[config.mk]
export PLATFORM = sky130hd
export DESIGN_NAME = uart_core_param_flat
export DESIGN_NICKNAME = d
export VERILOG_FILES = /design/src/rtl/uart_core_param_if.sv /design/src/rtl/uart_core_param.sv /design/src/flat_wrapper.sv
export SDC_FILE = /design/constraint.sdc
export NUM_CORES = 1
export LEC_CHECK = 0
export BUFFER_PORTS_ARGS = -buffer_cell sky130_fd_sc_hd__buf_2
export CORE_ASPECT_RATIO = 1.75
export CORE_MARGIN = 1
export CORE_UTILIZATION = 60
export DETAILED_ROUTE_END_ITERATION = 16
export PLACE_DENSITY = 0.88
export SYNTH_ARGS = -nofsm -noshare
export SYNTH_HDL_FRONTEND = slang
export SYNTH_SLANG_ARGS = --single-unit
[constraint.sdc]
create_clock -name clk -period 5.6 [get_ports clk]
set_clock_uncertainty 0.2 [all_clocks]
set_input_delay 0 -clock clk [delete_from_list [all_inputs] [get_ports clk]]
set_output_delay 0 -clock clk [all_outputs]
set_load 0.05 [all_outputs]
[src/rtl/uart_core_param_if.sv]
// Host/pin bundle for uart_core_param: TX request and payload, serial pins, RX results.
// master = host/pin driver side, slave = the UART core.
interface uart_core_param_if #(
    parameter int DATA_BITS = 8
);
    logic                 newd;
    logic [DATA_BITS-1:0] dintx;
    logic                 tx;
    logic                 busytx;
    logic                 donetx;
    logic                 rx;
    logic [DATA_BITS-1:0] doutrx;
    logic                 donerx;
    logic                 parity_err;
    logic                 frame_err;

    modport master (
        output newd, dintx, rx,
        input  tx, busytx, donetx, doutrx, donerx, parity_err, frame_err
    );

    modport slave (
        input  newd, dintx, rx,
        output tx, busytx, donetx, doutrx, donerx, parity_err, frame_err
    );
endinterface

[src/rtl/uart_core_param.sv]
// Parametrised full-duplex UART on one clock with oversample tick enables; TX line drops the cycle after newd.
// No backpressure: newd is ignored while busytx; RX results land one cycle after the mid-stop sample.
module uart_core_param #(
    parameter int CLK_FREQ   = 1000000,
    parameter int BAUD_RATE  = 9600,
    parameter int DATA_BITS  = 8,
    parameter int PARITY     = 0,
    parameter int STOP_BITS  = 1,
    parameter int OVERSAMPLE = 16
) (
    input  logic             clk,
    input  logic             rst,
    uart_core_param_if.slave bus
);
    localparam int DIV   = CLK_FREQ / (BAUD_RATE * OVERSAMPLE);
    localparam int DIV_W = (DIV > 1) ? $clog2(DIV) : 1;
    localparam int OS_W  = $clog2(OVERSAMPLE);
    localparam int BIT_W = $clog2(DATA_BITS);

    localparam logic [DIV_W-1:0] DIV_LAST  = DIV_W'(DIV - 1);
    localparam logic [OS_W-1:0]  OS_LAST   = OS_W'(OVERSAMPLE - 1);
    localparam logic [OS_W-1:0]  HALF_LAST = OS_W'(OVERSAMPLE / 2 - 1);
    localparam logic [BIT_W-1:0] BIT_LAST  = BIT_W'(DATA_BITS - 1);
    localparam logic             STOP_LAST = (STOP_BITS == 2);
    localparam logic             PAR_ODD   = (PARITY == 1);
    localparam bit               HAS_PAR   = (PARITY != 0);

    typedef enum logic [2:0] {S_IDLE, S_START, S_DATA, S_PAR, S_STOP} state_t;

    // ---------------- transmitter ----------------
    state_t               r_tx_state, w_tx_next;
    logic [DIV_W-1:0]     r_tx_div;
    logic [OS_W-1:0]      r_tx_os;
    logic [BIT_W-1:0]     r_tx_bit;
    logic                 r_tx_stop;
    logic [DATA_BITS-1:0] r_tx_sh;
    logic                 r_tx_par;
    logic                 r_tx;
    logic                 w_tx_tick, w_tx_bit_end, w_tx_accept, w_tx_done;

    assign w_tx_tick    = (r_tx_div == DIV_LAST);
    assign w_tx_bit_end = w_tx_tick && (r_tx_os == OS_LAST);

    always_ff @(posedge clk) begin
        if (!rst) r_tx_state <= S_IDLE;
        else      r_tx_state <= w_tx_next;
    end

    always_comb begin
        w_tx_next   = r_tx_state;
        w_tx_accept = 1'b0;
        w_tx_done   = 1'b0;
        case (r_tx_state)
            S_IDLE:  if (bus.newd) begin
                         w_tx_next   = S_START;
                         w_tx_accept = 1'b1;
                     end
            S_START: if (w_tx_bit_end) w_tx_next = S_DATA;
            S_DATA:  if (w_tx_bit_end && r_tx_bit == BIT_LAST)
                         w_tx_next = HAS_PAR ? S_PAR : S_STOP;
            S_PAR:   if (w_tx_bit_end) w_tx_next = S_STOP;
            S_STOP:  if (w_tx_bit_end && r_tx_stop == STOP_LAST) begin
                         w_tx_next = S_IDLE;
                         w_tx_done = 1'b1;
                     end
            default: w_tx_next = S_IDLE;
        endcase
    end

    // Divider phase restarts at acceptance so the frame length is an exact multiple of DIV.
    always_ff @(posedge clk) begin
        if (!rst) begin
            r_tx_div  <= '0;
            r_tx_os   <= '0;
            r_tx_bit  <= '0;
            r_tx_stop <= 1'b0;
            r_tx_sh   <= '0;
            r_tx_par  <= 1'b0;
            r_tx      <= 1'b1;
        end else begin
            r_tx_div <= (w_tx_accept || w_tx_tick) ? '0 : r_tx_div + 1'b1;
            if (w_tx_accept) begin
                r_tx_os   <= '0;
                r_tx_bit  <= '0;
                r_tx_stop <= 1'b0;
                r_tx_sh   <= bus.dintx;
                r_tx_par  <= (^bus.dintx) ^ PAR_ODD;
                r_tx      <= 1'b0;
            end else if (w_tx_tick && r_tx_state != S_IDLE) begin
                r_tx_os <= w_tx_bit_end ? '0 : r_tx_os + 1'b1;
                if (w_tx_bit_end) begin
                    case (r_tx_state)
                        S_START: begin
                            r_tx    <= r_tx_sh[0];
                            r_tx_sh <= r_tx_sh >> 1;
                        end
                        S_DATA: begin
                            if (r_tx_bit == BIT_LAST) begin
                                r_tx <= HAS_PAR ? r_tx_par : 1'b1;
                            end else begin
                                r_tx     <= r_tx_sh[0];
                                r_tx_sh  <= r_tx_sh >> 1;
                                r_tx_bit <= r_tx_bit + 1'b1;
                            end
                        end
                        S_PAR:   r_tx      <= 1'b1;
                        S_STOP:  r_tx_stop <= ~r_tx_stop;
                        default: r_tx      <= 1'b1;
                    endcase
                end
            end
        end
    end

    assign bus.tx     = r_tx;
    assign bus.busytx = (r_tx_state != S_IDLE) && !w_tx_done;
    assign bus.donetx = w_tx_done;

    // ---------------- receiver ----------------
    state_t               r_rx_state, w_rx_next;
    logic                 r_rx_s1, r_rx_s2, r_rx_d;
    logic [DIV_W-1:0]     r_rx_div;
    logic [OS_W-1:0]      r_rx_os;
    logic [BIT_W-1:0]     r_rx_bit;
    logic [DATA_BITS-1:0] r_rx_sh, r_dout;
    logic                 r_rx_pbit, r_donerx, r_perr, r_ferr;
    logic                 w_rx_tick, w_rx_fall, w_rx_mid, w_rx_samp, w_rx_start;

    assign w_rx_tick = (r_rx_div == DIV_LAST);
    assign w_rx_fall = r_rx_d & ~r_rx_s2;
    assign w_rx_mid  = w_rx_tick && (r_rx_os == HALF_LAST);
    assign w_rx_samp = w_rx_tick && (r_rx_os == OS_LAST);

    always_ff @(posedge clk) begin
        if (!rst) r_rx_state <= S_IDLE;
        else      r_rx_state <= w_rx_next;
    end

    always_comb begin
        w_rx_next  = r_rx_state;
        w_rx_start = 1'b0;
        case (r_rx_state)
            S_IDLE:  if (w_rx_fall) begin
                         w_rx_next  = S_START;
                         w_rx_start = 1'b1;
                     end
            S_START: if (w_rx_mid) w_rx_next = r_rx_s2 ? S_IDLE : S_DATA;
            S_DATA:  if (w_rx_samp && r_rx_bit == BIT_LAST)
                         w_rx_next = HAS_PAR ? S_PAR : S_STOP;
            S_PAR:   if (w_rx_samp) w_rx_next = S_STOP;
            S_STOP:  if (w_rx_samp) w_rx_next = S_IDLE;
            default: w_rx_next = S_IDLE;
        endcase
    end

    // After the mid-start sample the phase counter restarts, so later samples stay bit-centred.
    always_ff @(posedge clk) begin
        if (!rst) begin
            r_rx_s1   <= 1'b1;
            r_rx_s2   <= 1'b1;
            r_rx_d    <= 1'b1;
            r_rx_div  <= '0;
            r_rx_os   <= '0;
            r_rx_bit  <= '0;
            r_rx_sh   <= '0;
            r_rx_pbit <= 1'b0;
            r_dout    <= '0;
            r_donerx  <= 1'b0;
            r_perr    <= 1'b0;
            r_ferr    <= 1'b0;
        end else begin
            r_rx_s1  <= bus.rx;
            r_rx_s2  <= r_rx_s1;
            r_rx_d   <= r_rx_s2;
            r_donerx <= 1'b0;
            r_rx_div <= (w_rx_start || w_rx_tick) ? '0 : r_rx_div + 1'b1;
            if (w_rx_start) begin
                r_rx_os  <= '0;
                r_rx_bit <= '0;
            end else if (w_rx_tick && r_rx_state != S_IDLE) begin
                if ((r_rx_state == S_START && r_rx_os == HALF_LAST) || r_rx_os == OS_LAST)
                    r_rx_os <= '0;
                else
                    r_rx_os <= r_rx_os + 1'b1;
                if (w_rx_samp) begin
                    case (r_rx_state)
                        S_DATA: begin
                            r_rx_sh  <= {r_rx_s2, r_rx_sh[DATA_BITS-1:1]};
                            r_rx_bit <= r_rx_bit + 1'b1;
                        end
                        S_PAR:  r_rx_pbit <= r_rx_s2;
                        S_STOP: begin
                            r_dout   <= r_rx_sh;
                            r_perr   <= HAS_PAR && (r_rx_pbit != ((^r_rx_sh) ^ PAR_ODD));
                            r_ferr   <= ~r_rx_s2;
                            r_donerx <= 1'b1;
                        end
                        default: r_donerx <= 1'b0;
                    endcase
                end
            end
        end
    end

    assign bus.doutrx     = r_dout;
    assign bus.donerx     = r_donerx;
    assign bus.parity_err = r_perr;
    assign bus.frame_err  = r_ferr;
endmodule

[src/flat_wrapper.sv]
// flat-port wrapper written by rule: the top's interface ports become plain ports
module uart_core_param_flat 
#(
    parameter int CLK_FREQ   = 1000000,
    parameter int BAUD_RATE  = 9600,
    parameter int DATA_BITS  = 8,
    parameter int PARITY     = 0,
    parameter int STOP_BITS  = 1,
    parameter int OVERSAMPLE = 16
)
  (clk, rst, bus_newd, bus_dintx, bus_rx, bus_tx, bus_busytx, bus_donetx, bus_doutrx, bus_donerx, bus_parity_err, bus_frame_err);
  uart_core_param_if #(.DATA_BITS(DATA_BITS)) bus_i ();
  input  logic clk;
  input  logic rst;
  input wire logic [$bits(bus_i.newd)-1:0] bus_newd;
  input wire logic [$bits(bus_i.dintx)-1:0] bus_dintx;
  input wire logic [$bits(bus_i.rx)-1:0] bus_rx;
  output wire logic [$bits(bus_i.tx)-1:0] bus_tx;
  output wire logic [$bits(bus_i.busytx)-1:0] bus_busytx;
  output wire logic [$bits(bus_i.donetx)-1:0] bus_donetx;
  output wire logic [$bits(bus_i.doutrx)-1:0] bus_doutrx;
  output wire logic [$bits(bus_i.donerx)-1:0] bus_donerx;
  output wire logic [$bits(bus_i.parity_err)-1:0] bus_parity_err;
  output wire logic [$bits(bus_i.frame_err)-1:0] bus_frame_err;
  assign bus_i.newd = bus_newd;
  assign bus_i.dintx = bus_dintx;
  assign bus_i.rx = bus_rx;
  assign bus_tx = bus_i.tx;
  assign bus_busytx = bus_i.busytx;
  assign bus_donetx = bus_i.donetx;
  assign bus_doutrx = bus_i.doutrx;
  assign bus_donerx = bus_i.donerx;
  assign bus_parity_err = bus_i.parity_err;
  assign bus_frame_err = bus_i.frame_err;
  uart_core_param #(.CLK_FREQ(CLK_FREQ), .BAUD_RATE(BAUD_RATE), .DATA_BITS(DATA_BITS), .PARITY(PARITY), .STOP_BITS(STOP_BITS), .OVERSAMPLE(OVERSAMPLE)) u_core (.clk(clk), .rst(rst), .bus(bus_i));
endmodule
==> impl_metrics.json <==
{
  "status": "completed",
  "dr.pass1.iters": 4,
  "grt_overflow": 0,
  "period_share_pct": 41.90,
  "swShare_pct": 23.28,
  "power.switching_uw": 198.7,
  "max_cap_viol_count": 0,
  "grt.total_usage_pct": 24.19,
  "via_per_inst": 5.715,
  "die_h_um": 87.90,
  "gp_congestion": 0.7475,
  "p_per_area_mw_per_mm2": 289.3,
  "synthCells": 272,
  "worst_pin_slew_ps": 892.1,
  "drt_iter0_drc": 44,
  "synth.avg_cell_area_um2": 9.301,
  "setup_viol": 0,
  "dieArea_mm2": 0.004490,
  "postCtsSetupBuffers": 0,
  "postRouteAntennaNets": 0,
  "synth_area_mm2": 0.002530,
  "grt_pass1_wl_um": 8107,
  "min_period_ps": 2346,
  "numCtsBuffers": 9,
  "cts_tree": "yes",
  "grt_pass1_vias": 1942,
  "end_kind": "register",
  "cts-root-buf": "clkbuf_8",
  "numPortBuffers": 24,
  "core_area_mm2": 0.003941,
  "rows": 30,
  "power.internal_uw": 654.7,
  "start_util_pct": 64.19,
  "htree_levels": 3,
  "cts.sinks": 57,
  "comb_power_share_pct": 6.4,
  "cts_resized": 0,
  "drc": 0,
  "cp-start-kind": "register",
  "max_slew_margin_pct": 39.59,
  "clk-insertion-delay-late_ps": 340,
  "ys.flop_type": "dfxtp_1",
  "drt_wl_total_um": 4783,
  "crit_fanout": 11,
  "die_x_um": 51.09,
  "fmax_mhz": 426.2,
  "ys_seq_elements": 57,
  "async_reset_ff_share_pct": 0,
  "fin_nets": 324,
  "drive_gt1_share_pct": 14.33,
  "cp.required_ps": 5640,
  "route.vias.total": 2029,
  "cts_hold_buf": 11,
  "final_core_util_pct": 74.86,
  "p_seq_share_pct": 49.6,
  "grt_start_max_net_pins": 42,
  "synth_edf_count": 0,
  "vdd_drop_max_uv": 305.9,
  "insertedDiodeCount": 0,
  "min_path_type": "primary input to register",
  "fin_tns_setup_ps": 0,
  "worstSetupPathType": "register to register",
  "synth_warnings": 0,
  "fill_cells": 291,
  "synthToLayoutAreaGrowth_pct": 16.62,
  "dp.final_hpwl_um": 3154,
  "cp.arrival_ps": 2380,
  "avgRoutedWirePerCell_um": 13.47,
  "pwr-share-clk_pct": 44.0,
  "clkSlewWorstSetupHoldPaths_ps": 70,
  "final_hold_viol_count": 0,
  "p_leak_uw": 0.001278,
  "ys_seq_area_share_pct": 45.10,
  "synth_nets": 294,
  "clock_path_buffers": 2,
  "antenna_found_initial": 0,
  "io_pins": 26,
  "rsz0062_at_grt": "no",
  "slew_viol_final": 0,
  "yosysUniqueCellTypes": 47
}
## critical path: stages, from the launching register on
cell,delay [ps]
dfxtp_1,390
ha_1,250
and4_1,300
nand4_1,550
and2_0,390
o21a_1,160
## registers in the layout (all words and copies together), names as in the netlist
name,cells
u_core.r_tx_os,4
u_core.r_tx_div,3
u_core.r_tx_sh,8
u_core.r_rx_bit,3
u_core.bus.donerx,1
u_core.r_rx_s2,1
u_core.r_tx_state,3
u_core.r_rx_s1,1
u_core.r_rx_div,3
u_core.bus.doutrx,8
u_core.bus.frame_err,1
u_core.r_tx_bit,3
u_core.r_rx_os,4
u_core.r_tx_stop,1
u_core.r_rx_d,1
u_core.r_rx_state,3
u_core.r_rx_sh,8
u_core.bus.tx,1
## per-stage QoR
step | area (um2) | cells | hold slack (ps) | power (uW) | setup WS [ps]
6_report | 2950 | 355 | 40.03 | 853.4 | 3254
5_1_grt | 2950 | 355 | 100.9 | 887.3 | 3068
4_1_cts | 2950 | 355 | 28.49 | 862.9 | 3244
3_5_place_dp | 2644 | 328 | -11.98 | 480.0 | 3263
3_3_place_gp | 2644 | 328 | -6.301 | 478.1 | 3324
2_1_floorplan | 2530 | 272 | -98.53 | 467.7 | 2900
## synth_stat cells, drive strengths merged (2+ instances only)
master / number / share of area, %
dfxtp: 57 / 45
a21oi: 7 / 1.4
nand3: 6 / 1.2
and3: 3 / 0.74
o211ai: 3 / 0.89
nor3b: 3 / 0.89
inv: 6 / 0.89
xor2: 3 / 1.0
buf: 6 / 1.3
a211oi: 10 / 3.0
nor3: 11 / 2.2
o21ai: 11 / 2.3
nand2b: 5 / 1.2
a21boi: 3 / 0.89
ha: 10 / 4.9
nor2: 32 / 4.7
mux2i: 25 / 9.9
nand3b: 4 / 1.2
nor2b: 18 / 4.5
nand2: 11 / 1.6
clkbuf: 11 / 1.6
nand4: 2 / 0.49
or3: 4 / 1.0
## logic make-up (layout without fill, tap and decap cells)
| family | count (synthesis) | count (layout) | synth area share [%] |
|---|---|---|---|
| other cells | 1 | 1 | 0.1482 |
| buf+inv | 23 | 58 | 3.808 |
| simple gates | 105 | 105 | 21.71 |
| mux | 25 | 25 | 9.891 |
| compound gates | 47 | 47 | 13.01 |
| fa+ha+maj | 10 | 10 | 4.946 |
| flops | 57 | 57 | 45.10 |
| xor+xnor | 4 | 4 | 1.385 |
## area by class of cell
class | count | area [um2] | area share (%)
clock buffer | 11 | 141.4 | 4.792
clock inverter | 5 | 55.05 | 1.866
timing repair buffer | 36 | 237.7 | 8.058
sequential | 57 | 1141 | 38.68
inverter | 6 | 22.52 | 0.7634
multi-input combinational | 192 | 1292 | 43.81
tap | 48 | 60.06 | 2.036
## power groups by stage
stage          Clock (uW)  Sequential (uW)  Combinational [uW]
4_1_cts               386              423                54.2
3_5_place_dp            0              432                48.0
6_report              376              423                54.6
2_1_floorplan           0              432                35.6
5_1_grt               403              424                60.2
3_3_place_gp            0              431                46.6
## path summary, 6_finish.rpt
check                                 startpoint                                 to  slack (ps)  depth (start not counted)
setup reg to reg  u_core.r_rx_os[0]$_SDFFE_PP0P_  u_core.bus.frame_err$_SDFFE_PN0P_        3250                          5
hold reg to reg        u_core.r_rx_s1$_SDFF_PN1_          u_core.r_rx_s2$_SDFF_PN1_         220                          1
hold / removal                          bus_newd     u_core.r_tx_sh[7]$_SDFFE_PN0P_          40                          4
setup / recovery  u_core.r_rx_os[0]$_SDFFE_PP0P_  u_core.bus.frame_err$_SDFFE_PN0P_        3250                          5
## routing by layer
metal  track usage [%]  vias up  part of all wire, %
met2             43.66       37                   53
met5                 0        -                    0
met1             23.84      959                   40
met3             6.771       15                  3.3
met4             14.39        0                  3.2
li1                  -     1018                    -
## cell usage in the layout (no fill, tap or decap), drive strengths merged, types with 11 or more instances in the layout
cell	netlist	routed
buf	6	25
clkbuf	11	11
dfxtp	57	57
dlygate4sd3	0	11
mux2i	25	25
nand2	11	11
nor2	32	32
nor2b	18	18
nor3	11	11
o21ai	11	11
(Power assumes the default switching activity.)
